[src/rtl/prescaler_bank.sv]
// prescaler_bank: multi-channel programmable clock prescaler.
// Each channel divides clk by its active divisor D and produces:
//   - a registered square wave: high for H=(D+1)>>1 cycles, then low;
//   - a one-cycle tick in the last cycle of each period.
// New divisors are written into a shadow register. They are applied only at
// a period start, so the output pulses stay whole.
// Ports:
//   clk, rst_n        : rising-edge clock, asynchronous active-low reset
//   en[NUM_CH]        : per-channel run enable (level)
//   sync              : restarts all enabled channels at phase 0
//   cfg_we/ch/div     : shadow divisor write (div 0 is stored as 1,
//                       out-of-range channel is ignored)
//   clk_out, tick     : registered divided clock and period-end strobe
//   pending           : shadow written but not yet applied
module prescaler_bank #(
  parameter int NUM_CH      = 4,
  parameter int CNT_W       = 8,
  parameter int DEFAULT_DIV = 4
) (
  input  logic                                         clk,
  input  logic                                         rst_n,
  input  logic [NUM_CH-1:0]                            en,
  input  logic                                         sync,
  input  logic                                         cfg_we,
  input  logic [((NUM_CH > 1) ? $clog2(NUM_CH) : 1)-1:0] cfg_ch,
  input  logic [CNT_W-1:0]                             cfg_div,
  output logic [NUM_CH-1:0]                            clk_out,
  output logic [NUM_CH-1:0]                            tick,
  output logic [NUM_CH-1:0]                            pending
);

  logic [NUM_CH-1:0] run_q, run_d;
  logic [NUM_CH-1:0] pnd_q, pnd_d;
  logic [NUM_CH-1:0] clk_out_q, clk_out_d;
  logic [NUM_CH-1:0] tick_q, tick_d;
  logic [CNT_W-1:0]  p_q [NUM_CH];
  logic [CNT_W-1:0]  p_d [NUM_CH];
  logic [CNT_W-1:0]  d_q [NUM_CH];
  logic [CNT_W-1:0]  d_d [NUM_CH];
  logic [CNT_W-1:0]  s_q [NUM_CH];
  logic [CNT_W-1:0]  s_d [NUM_CH];
  logic [CNT_W:0]    half;

  always_comb begin
    run_d     = run_q;
    pnd_d     = pnd_q;
    clk_out_d = '0;
    tick_d    = '0;
    half      = '0;
    for (int unsigned i = 0; i < NUM_CH; i++) begin
      p_d[i] = p_q[i];
      d_d[i] = d_q[i];
      s_d[i] = s_q[i];

      if (!en[i]) begin
        run_d[i] = 1'b0;
        p_d[i]   = '0;
      end else if (!run_q[i] || sync || (p_q[i] == d_q[i] - CNT_W'(1))) begin
        // Period start: the shadow applied here is the value before this
        // edge; a write on this same edge is handled below and stays pending.
        p_d[i]   = '0;
        run_d[i] = 1'b1;
        if (pnd_q[i]) begin
          d_d[i]   = s_q[i];
          pnd_d[i] = 1'b0;
        end
      end else begin
        p_d[i] = p_q[i] + CNT_W'(1);
      end

      if (cfg_we && (32'(cfg_ch) == i)) begin
        s_d[i]   = (cfg_div == '0) ? CNT_W'(1) : cfg_div;
        pnd_d[i] = 1'b1;
      end

      // Outputs are decoded from the next state so they register in phase.
      half         = ({1'b0, d_d[i]} + (CNT_W + 1)'(1)) >> 1;
      clk_out_d[i] = run_d[i] && ({1'b0, p_d[i]} < half);
      tick_d[i]    = run_d[i] && (p_d[i] == d_d[i] - CNT_W'(1));
    end
  end

  always_ff @(posedge clk or negedge rst_n) begin
    if (!rst_n) begin
      run_q     <= '0;
      pnd_q     <= '0;
      clk_out_q <= '0;
      tick_q    <= '0;
      for (int unsigned i = 0; i < NUM_CH; i++) begin
        p_q[i] <= '0;
        d_q[i] <= CNT_W'(DEFAULT_DIV);
        s_q[i] <= CNT_W'(DEFAULT_DIV);
      end
    end else begin
      run_q     <= run_d;
      pnd_q     <= pnd_d;
      clk_out_q <= clk_out_d;
      tick_q    <= tick_d;
      for (int unsigned i = 0; i < NUM_CH; i++) begin
        p_q[i] <= p_d[i];
        d_q[i] <= d_d[i];
        s_q[i] <= s_d[i];
      end
    end
  end

  assign clk_out = clk_out_q;
  assign tick    = tick_q;
  assign pending = pnd_q;

endmodule

[config.mk]
export PLATFORM = sky130hd
export DESIGN_NAME = prescaler_bank
export DESIGN_NICKNAME = d
export VERILOG_FILES = /design/src/rtl/prescaler_bank.sv
export SDC_FILE = /design/constraint.sdc
export NUM_CORES = 1
export LEC_CHECK = 0
export CORE_MARGIN = 2
export CORE_UTILIZATION = 35
export DETAILED_ROUTE_END_ITERATION = 16
export GPL_ROUTABILITY_DRIVEN = 0
export SLEW_MARGIN = 5
export SYNTH_ARGS = -nofsm -noshare
export SYNTH_HDL_FRONTEND = slang
export SYNTH_SLANG_ARGS = --single-unit
[constraint.sdc]
create_clock -name clk -period 4.9 [get_ports clk]
set_input_delay 0.49 -clock clk [delete_from_list [all_inputs] [get_ports clk]]
set_output_delay 0.49 -clock clk [all_outputs]
set_load 0.05 [all_outputs]
# Word-level counts from Yosys, hierarchy flattened
# Cells that the tools add are included.
op_classes:
  add_sub_neg: 16
  order_cmp: 4
  eq_ne: 11
  muxes: 41
  reduce_logical: 38
ops:
  columns: ["operator", "n"]
  rows:
  - ["8-bit two-way mux", 21]
  - ["8-bit == test", 8]
  - ["8-bit by 1-bit subtractor with 8-bit output, second input constant", 8]
  - ["8-bit by 1-bit adder with 9-bit output, second input constant", 4]
  - ["8-bit by 1-bit adder with 8-bit output, second input constant", 4]
  - ["8-bit < comparator", 4]
  - ["1-bit two-way mux", 20]
  - ["2-bit nonzero test", 8]
  - ["1-bit logical AND", 12]
  - ["8-bit logical NOT", 1]
  - ["1-bit logical OR", 8]
  - ["2-bit AND reduction", 4]
  - ["2-bit == test, second input constant", 2]
  - ["1-bit logical NOT", 4]
  - ["2-bit by 1-bit == test with 1-bit output, second input constant", 1]
  - ["2-bit logical NOT", 1]
word_totals:
  register_bits: 112
  input_bits: 18
  out_inout_bits: 12
  word_cells: 129

# Depth between registers and ports, before layout
# Gate-level depths: netlist of run 1.
depth:
  word_depth: 8
  mapped_depth: 19
  ltp_nobuf: 18

# Worst setup path after synthesis of run 1
# No wires, ideal clock.
synth_path:
  path_kind: "flip-flop to flip-flop"
  startpoint: "register d_q[0] (netlist name)"
  endpoint: "register clk_out_q[3], in the netlist clk_out[3]"
  setup_ns: 0.065
  arrival_ns: 4.038
  required_ns: 4.835
  setup_slack_ns: 0.797
  path_stages_with_launch: 16
  path_buffers: 1
  period_less_slack_ns: 4.103
  cell_sequence: "dfrtp_1 > or4_1 > buf_2 > or3_4 > a2111oi_4 > o311ai_2 > a21oi_4 > mux2i_1 > inv_1 > ha_1 > xnor2_1 > ha_1 > a21o_1 > a21o_1 > a21oi_1 > o211a_1"
synth_rtl:
  columns: ["element", "line_no", "rtl"]
  rows:
  - ["start, declared", "38", "logic [CNT_W-1:0] d_q [NUM_CH];"]
  - ["start signal, assigned by index", "91", "d_q[i] <= CNT_W'(DEFAULT_DIV);"]
  - ["start signal, assigned by index", "101", "d_q[i] <= d_d[i];"]
  - ["end signal, assigned", "97", "clk_out_q <= clk_out_d;"]
  - ["end, declared", "34", "logic [NUM_CH-1:0] clk_out_q, clk_out_d;"]

# Worst setup path after layout of run 1
layout_path:
  startpoint: "register d_q[3] (netlist name)"
  endpoint: "register clk_out_q[3], in the netlist clk_out[3]"
layout_via:
  elab_chain_len: 8
  word_cells_on_any_way: 13
  classes_between: "add/sub: 2; order compare: 1; eq/ne: 1; mux: 7; reduce/logical: 2"
layout_rtl:
  columns: ["element", "line_no", "rtl"]
  rows:
  - ["8-bit by 1-bit subtractor with 8-bit output", "58", "end else if (!run_q[i] || sync || (p_q[i] == d_q[i] - CNT_W'(1))) begin"]
  - ["8-bit == test", "58", null]
  - ["1-bit logical OR", "58", null]
  - ["8-bit two-way mux", "58", null]
  - ["8-bit two-way mux", "55", "if (!en[i]) begin"]
  - ["8-bit by 1-bit adder with 9-bit output", "77", "half = ({1'b0, d_d[i]} + (CNT_W + 1)'(1)) >> 1;"]
  - ["8-bit < comparator", "78", "clk_out_d[i] = run_d[i] && ({1'b0, p_d[i]} < half);"]
  - ["1-bit logical AND (*)", "78", null]
  - ["via clk_out_d[3]", "34", null]
# Mark *: on every way through the listed nets, which the timed path passes. The rest lies on a longest branch.
# A chain may end at the register's enable or synchronous reset.

==> results.md, run 1 <==
* Initial core utilization at 0.353
* Synth area leader: dfrtp_1
* Clk_skew at 0.00514 ns
* Max Used Layer: met4
* # rows at 55
* Worst slew pin tran at a little over 1 ns
* Synth top area share at 0.328
* Leak pwr at around 3.7 nW
* Normalized max-slew margin at 0.322
* Global Route Usage Sum at 0.171
* R2R Setup Slk at approximately 0.57 ns
* GRT overflow at 0
* Worst min-delay path class: in -> async
* Width of the die at approximately 150 µm
* Post-CTS setup buffers at 0
* Fin crit share at 0.885
* CTS root buffer: clkbuf_16
* Wire length per cell at between 15 and 20 µm
* Worst-path clk slew at 0.08 ns
* Diodes inserted at 0
* Vias in the first global route at 6163
* Post-Syn Nets at about 900
* Share of cells above drive strength 1 at 0.112
* Max Clock Freq at between 0.2 and 0.25 GHz
* Pwr dens at between 400 and 500 mW/mm²
* Critical R2R Capture: clk_out[3]
* Design Power at 3.81 mW
* Asr flop ratio synth at 1.00
* Setup CP Type: reg -> reg
* Final nets at 912
* PostCTS Resize Cnt at 0
* Drt initial violations at roughly 400
* CTS tree: built
* Setup_tns at 0 ns
* Post-DP HPWL at around 15 mm
* ANT nets after route at 0
* Final Max Tran Viols at 0
* Drt pass-1 iters at 5
* Critical-path maximum fanout at 16
* IO buf count at 29
* Hold_buf cts at 0
* Antenna violations before repair at 0
* Reg-to-reg critical path startpoint: d_q[3]
* Min Tclk post-route at around 4.3 ns
* Warnings, synthesis at 0
* Worst IR Drop VDD at 0.171 mV
* CP Cell Sequence: or4_1, or3_4, a2111oi_4, o311ai_2, a21oi_4, buf_4, mux2i_1, inv_1, ha_1, xnor2_1, ha_1, a21o_1, a21o_1, a21oi_1, o211a_1
* #FFs+latches synth at approximately 110
* Final setup fails at 0
* DR DRC count at 0
* Bufs on Longest Clock Path at 2
* Count of different cell masters after synthesis at just under 80
* Fin. Hold Viols at 0
* Seq/Total Area, Yosys at 0.355
* Final Non-Filler Cells at ~1100
* Vias at 6190
* IO Pins at 30
* CP arrival at ~4.6 ns
* Main flop type after synthesis: dfrtp_1
* EDFF count, synth at 0
* Max_cap viols at 0
* WL met3 at 641 µm
* Reg2reg path depth at 15
* RSZ-0062 raised after global routing: no
* First-pass GRT wire length at between 30 and 40 mm
* Vias per inst at between 5 and 6
* Status: finished, final reports clean
* List of most frequent post-synthesis cells: 104 x dfrtp_1, 73 x xnor2_1, 54 x nor2_1
* Worst stage delay on the critical path at a little under 0.6 ns
* Pin count of the biggest net entering global routing at 78
* Placed insts at about 1100
* Critical Path Source Type: flop
* Crit end category: flop
* Area Overhead vs Synth at 10.9%
* Core area at 0.0224 mm²
* # H-tree levels at 3
* Fillers at 2222
* Cts bufs inserted at 9
* Most area-consuming cells after synthesis: dfrtp_1 33%, xnor2_1 8.1%, ha_1 6.3%
* Clk_lat worst skew at ~0.36 ns
* Count leader, synth: dfrtp_1
* Routed wl met2 at ~8.7 mm
* Synth Instances at 839
* CTS Sinks at ~110
* Metal-1 WL at between 9 and 10 mm
* Syn Area/Cell at about 9.4 µm²
* Mapped Area at between 0.007 and 0.008 mm²
* Die Area at 0.0239 mm²
* Crit path max-delay cell type: or4_1
* Die Ht at around 150 µm
* Worst EP required at roughly 5.2 ns
* Drt total wl at ~20 mm
[worst max-delay path: cells and delay by family, from the launching register on]
kind,cells,cell delay [ns]
mux,1,0.34
xor+xnor,1,0.19
simple gates,2,0.96
buf+inv,2,0.34
fa+ha+maj,2,0.48
compound gates,7,1.43
flops,1,0.52
[final cells by class]
class                   instances  area, µm²  share of cell area
multi-input cells             647       4790               0.545
flip-flops and latches        112       2810               0.320
well taps                     285        357              0.0406
repair buffers                 37        348              0.0396
clock buffers                   9        225              0.0256
inverters                      47        176              0.0201
clock inverters                 7       77.6             0.00883
[report_power, final]
part           total, mW  leakage (nW)  switching [mW]  internal (mW)
Sequential          1.38          1.40           0.272           1.11
Clock              0.776         0.147           0.373          0.403
Combinational       1.65          2.20           0.893          0.758
Total               3.81          3.75            1.54           2.27
[worst max path at each step]
| stage | from | endpoint | slack (ns) | cells past startpoint |
|---|---|---|---|---|
| floorplan | d_q[0] | clk_out[3] | 0.80 | 15 |
| global placement | d_q[0] | clk_out[3] | 0.73 | 15 |
| detailed placement | d_q[24] | clk_out[0] | 0.60 | 17 |
| CTS | d_q[1] | clk_out[3] | 0.59 | 15 |
| global route | d_q[24] | clk_out[0] | 0.12 | 17 |
| finish | d_q[3] | clk_out[3] | 0.57 | 15 |
[state kept, by name (all words and copies together) (netlist names)]
register / cells
d_q: 32
p_q: 32
s_q: 32
clk_out: 4
pending: 4
run_q: 4
tick: 4
[stage by stage]
stage               area (µm²)  worst slack, ns  utilization  hold slack (ns)
floorplan                 7920            0.797            -            0.194
global placement          8480            0.726        0.378            0.495
detailed placement        8480            0.604        0.378            0.496
CTS                       8790            0.593        0.392            0.345
global route              8790            0.120        0.392            0.412
finish                    8790            0.565        0.392            0.292
[layer usage]
metal  track usage  vias to the layer above
met5             0                        -
met4        0.0617                        0
met3        0.0252                       28
met2         0.269                      118
met1         0.239                     3017
li1              -                     3027
[kinds of logic after synthesis]
| kind of cell | count (synthesis) | synth area share |
|---|---|---|
| adders and majority gates | 40 | 0.0632 |
| buffers and inverters | 80 | 0.0404 |
| muxes | 72 | 0.0979 |
| AOI/OAI and AO/OA | 146 | 0.132 |
| xor gates and xnor gates | 107 | 0.118 |
| and+or+nand+nor | 282 | 0.193 |
| DFF | 112 | 0.355 |
[cells in the final DEF (no fill, tap or decap), types with 4 or more instances in the layout]
master / count
a21oi_1: 23
xnor2_1: 73
nand2_1: 43
nor4_1: 9
buf_4: 9
a21o_1: 15
or4_1: 4
or3_1: 8
nor2b_1: 13
nand4_1: 9
nand3_1: 46
and2_1: 4
inv_1: 47
mux2_2: 41
nor3_1: 21
o21a_1: 8
mux2i_1: 30
dfstp_2: 8
nor3b_1: 9
ha_1: 40
nand2b_1: 15
clkdlybuf4s50_1: 28
nand3b_1: 7
or2_2: 4
nor2_1: 54
xor2_1: 34
o211ai_1: 6
and3_1: 18
a211oi_1: 4
o21ai_0: 37
a31oi_1: 6
dfrtp_1: 104
a41oi_1: 6
clkbuf_16: 9
No activity file was read; power rests on OpenSTA's default activity.
==> run 2: changes to the inputs <==
--- a/config.mk
+++ b/config.mk
@@ -9,6 +9,7 @@
 export CORE_UTILIZATION = 35
 export DETAILED_ROUTE_END_ITERATION = 16
 export GPL_ROUTABILITY_DRIVEN = 0
+export PLACE_DENSITY = 0.59
 export SLEW_MARGIN = 5
 export SYNTH_ARGS = -nofsm -noshare
 export SYNTH_HDL_FRONTEND = slang
==> results.md, run 2 (synthesis results as in run 1) <==
* Status: finished, final reports clean
* Metal-1 WL at 9.36 mm (-4.4%)
* Critical-path maximum fanout at 15 (-1)
* Clk_lat worst skew at 0.36 ns (about the same)
* Final Max Tran Viols at 0 (unchanged)
* Vias in the first global route at 6120 (-0.70%)
* Final nets at 915 (+0.33%)
* Normalized max-slew margin at 0.438 (+0.116)
* Post-CTS setup buffers at 0 (unchanged)
* Reg2reg path depth at 17 (+2)
* Fin. Hold Viols at 0 (unchanged)
* CTS root buffer: clkbuf_16
* Critical Path Source Type: flop
* Post-route cell area at 0.00882 mm² (+0.43%)
* Reg-to-reg critical path startpoint: d_q[24]
* Initial core utilization at 0.353 (unchanged)
* Post-DP HPWL at 14.5 mm (-1.9%)
* Wire length per cell at 16.7 µm (-2.6%)
* Clk_skew at 0.0128 ns (+0.00764 ns)
* CP arrival at 4.66 ns (+0.02 ns)
* Hold_buf cts at 0 (unchanged)
* IO Pins at 30 (unchanged)
* Setup_tns at 0 ns (unchanged)
* Worst IR Drop VDD at 0.162 mV (-5.6%)
* Worst slew pin tran at 0.843 ns (-0.174 ns)
* Worst EP required at 5.20 ns (about the same)
* Global Route Usage Sum at 0.167 (-0.00399)
* Top flop regs: d_q x32, p_q x32, s_q x32
* Area Overhead vs Synth at 11.4%
* Antenna violations before repair at 0 (unchanged)
* Die Area at 0.0239 mm² (unchanged)
* Share of cells above drive strength 1 at 0.114 (+0.00193)
* Drt total wl at 19.1 mm (-2.3%)
* Worst min-delay path class: in -> async
* DR DRC count at 0 (unchanged)
* ANT nets after route at 0 (unchanged)
* Die Ht at 154 µm (unchanged)
* CTS tree: built
* Pin count of the biggest net entering global routing at 65 (-17%)
* Drt pass-1 iters at 5 (unchanged)
* Worst setup margin at 0.538 ns (-0.0277 ns)
* First-pass GRT wire length at 31.8 mm (-2.6%)
* GRT overflow at 0 (unchanged)
* PostCTS Resize Cnt at 0 (unchanged)
* Design Power at 3.82 mW (+0.19%)
* Delay-heaviest family, CP: simple AND/OR/NAND/NOR gates
* Setup CP Type: reg -> reg
* Bufs on Longest Clock Path at 2 (unchanged)
* # rows at 55 (unchanged)
* Commonest cells after routing, fill and taps aside: 104 x dfrtp_1, 73 x xnor2_1, 54 x nor2_1, 47 x inv_1, 46 x nand3_1
* # H-tree levels at 3 (unchanged)
* Vias at 6177 (-0.21%)
* Fillers at 2248 (+1.2%)
* Crit path max-delay cell type: dfrtp_1
* Width of the die at 154 µm (unchanged)
* Fin crit share at 0.890 (+0.00566)
* IO buf count at 29 (unchanged)
* Commonest non-fill, non-tap cell in the layout: dfrtp_1
* R2R Setup Slk at 0.54 ns (-0.03 ns)
* Crit path depth at 17 (+2)
* Worst-path clk slew at 0.08 ns (about the same)
* Routed wl met2 at 8.66 mm (-0.62%)
* Crit-path most repeated cell: ha_1
* Multi-input logic area at 0.00479 mm² (unchanged)
* Max_cap viols at 0 (unchanged)
* WL met3 at 667 µm (+4.1%)
* Min Tclk post-route at 4.36 ns (+0.0277 ns)
* Buf/Inv on CP at 1 (-1)
* Post-layout util at 0.393 (+0.00167)
* Core area at 0.0224 mm² (unchanged)
* Drt initial violations at 474 (+22%)
* Max Clock Freq at 0.229 GHz (-0.64%)
* Storage cell area at 0.00281 mm² (unchanged)
* Pwr dens at 433 mW/mm² (-0.23%)
* CTS Sinks at 112 (unchanged)
* RSZ-0062 raised after global routing: no
* Critical R2R Capture: clk_out[0]
* Leak pwr at 3.77 nW (+0.66%)
* Worst stage delay on the critical path at 0.44 ns (-0.14 ns)
* Pre-CTS setup slack at 0.611 ns (+0.00757 ns)
* Final setup fails at 0 (unchanged)
* Crit end category: flop
* Cts bufs inserted at 9 (unchanged)
* DP Area at 0.00851 mm² (+0.27%)
* Max Used Layer: met4
* Vias per inst at 5.39 (-0.47%)
* Diodes inserted at 0 (unchanged)
* CP Cell Sequence: inv_1, ha_1, nor3b_1, nand3_1, a2111oi_0, a41oi_1, nand3b_4, mux2_2, ha_1, and3_1, nand3_1, or3_1, ha_1, nand4_1, o21ai_0, nor3b_1, o21a_1
## run 2: cell types whose count changed in the layout (fill, tap and decap cells not counted)
| cell | change |
|---|---|
| clkinv_2 | -1 |
| clkbuf_1 | +1 |
| clkbuf_8 | +3 |
| buf_4 | +3 |
| clkinvlp_4 | -1 |
| inv_6 | -2 |
## run 2: worst reg2reg max path, cell delays in order (launching register included)
cell,delay [ns]
dfrtp_1,0.44
inv_1,0.12
ha_1,0.20
nor3b_1,0.29
nand3_1,0.11
a2111oi_0,0.39
a41oi_1,0.32
nand3b_4,0.39
mux2_2,0.36
ha_1,0.19
and3_1,0.20
nand3_1,0.12
or3_1,0.32
ha_1,0.32
nand4_1,0.11
o21ai_0,0.10
nor3b_1,0.19
o21a_1,0.14
## run 2: layout make-up
| type | count | share of cell area |
|---|---|---|
| clock inverters | 3 | 0.00539 |
| clock buffers | 13 | 0.0306 |
| flip-flops and latches | 112 | 0.319 |
| inverters | 47 | 0.0200 |
| well taps | 285 | 0.0404 |
| multi-input cells | 647 | 0.543 |
| repair buffers | 40 | 0.0420 |
## run 2: through the flow
step	instances	hold slack, ns
after floorplan	839	0.194
after global placement	1131	0.492
after detailed placement	1131	0.499
after CTS	1147	0.275
after global routing	1147	0.320
final	1147	0.228
## run 2: power breakdown
group,internal [mW],leakage (nW),switching (mW)
combinational,0.762,2.21,0.898
sequential,1.11,1.40,0.257
clock,0.442,0.156,0.348
total,2.32,3.77,1.50
## run 2: worst max path at each step
stage | slack [ns] | to | startpoint
after global placement | 0.62 | clk_out[0] | d_q[24]
after floorplan | 0.80 | clk_out[3] | d_q[0]
final | 0.54 | clk_out[0] | d_q[24]
after global routing | 0.08 | clk_out[0] | d_q[24]
after CTS | 0.56 | clk_out[0] | d_q[24]
after detailed placement | 0.61 | clk_out[0] | d_q[24]
## run 2: layer usage
metal  GRT usage  up-vias
met5           0        -
met4      0.0675        0
met1       0.233     3012
met3      0.0188       25
li1            -     3025
met2       0.265      115
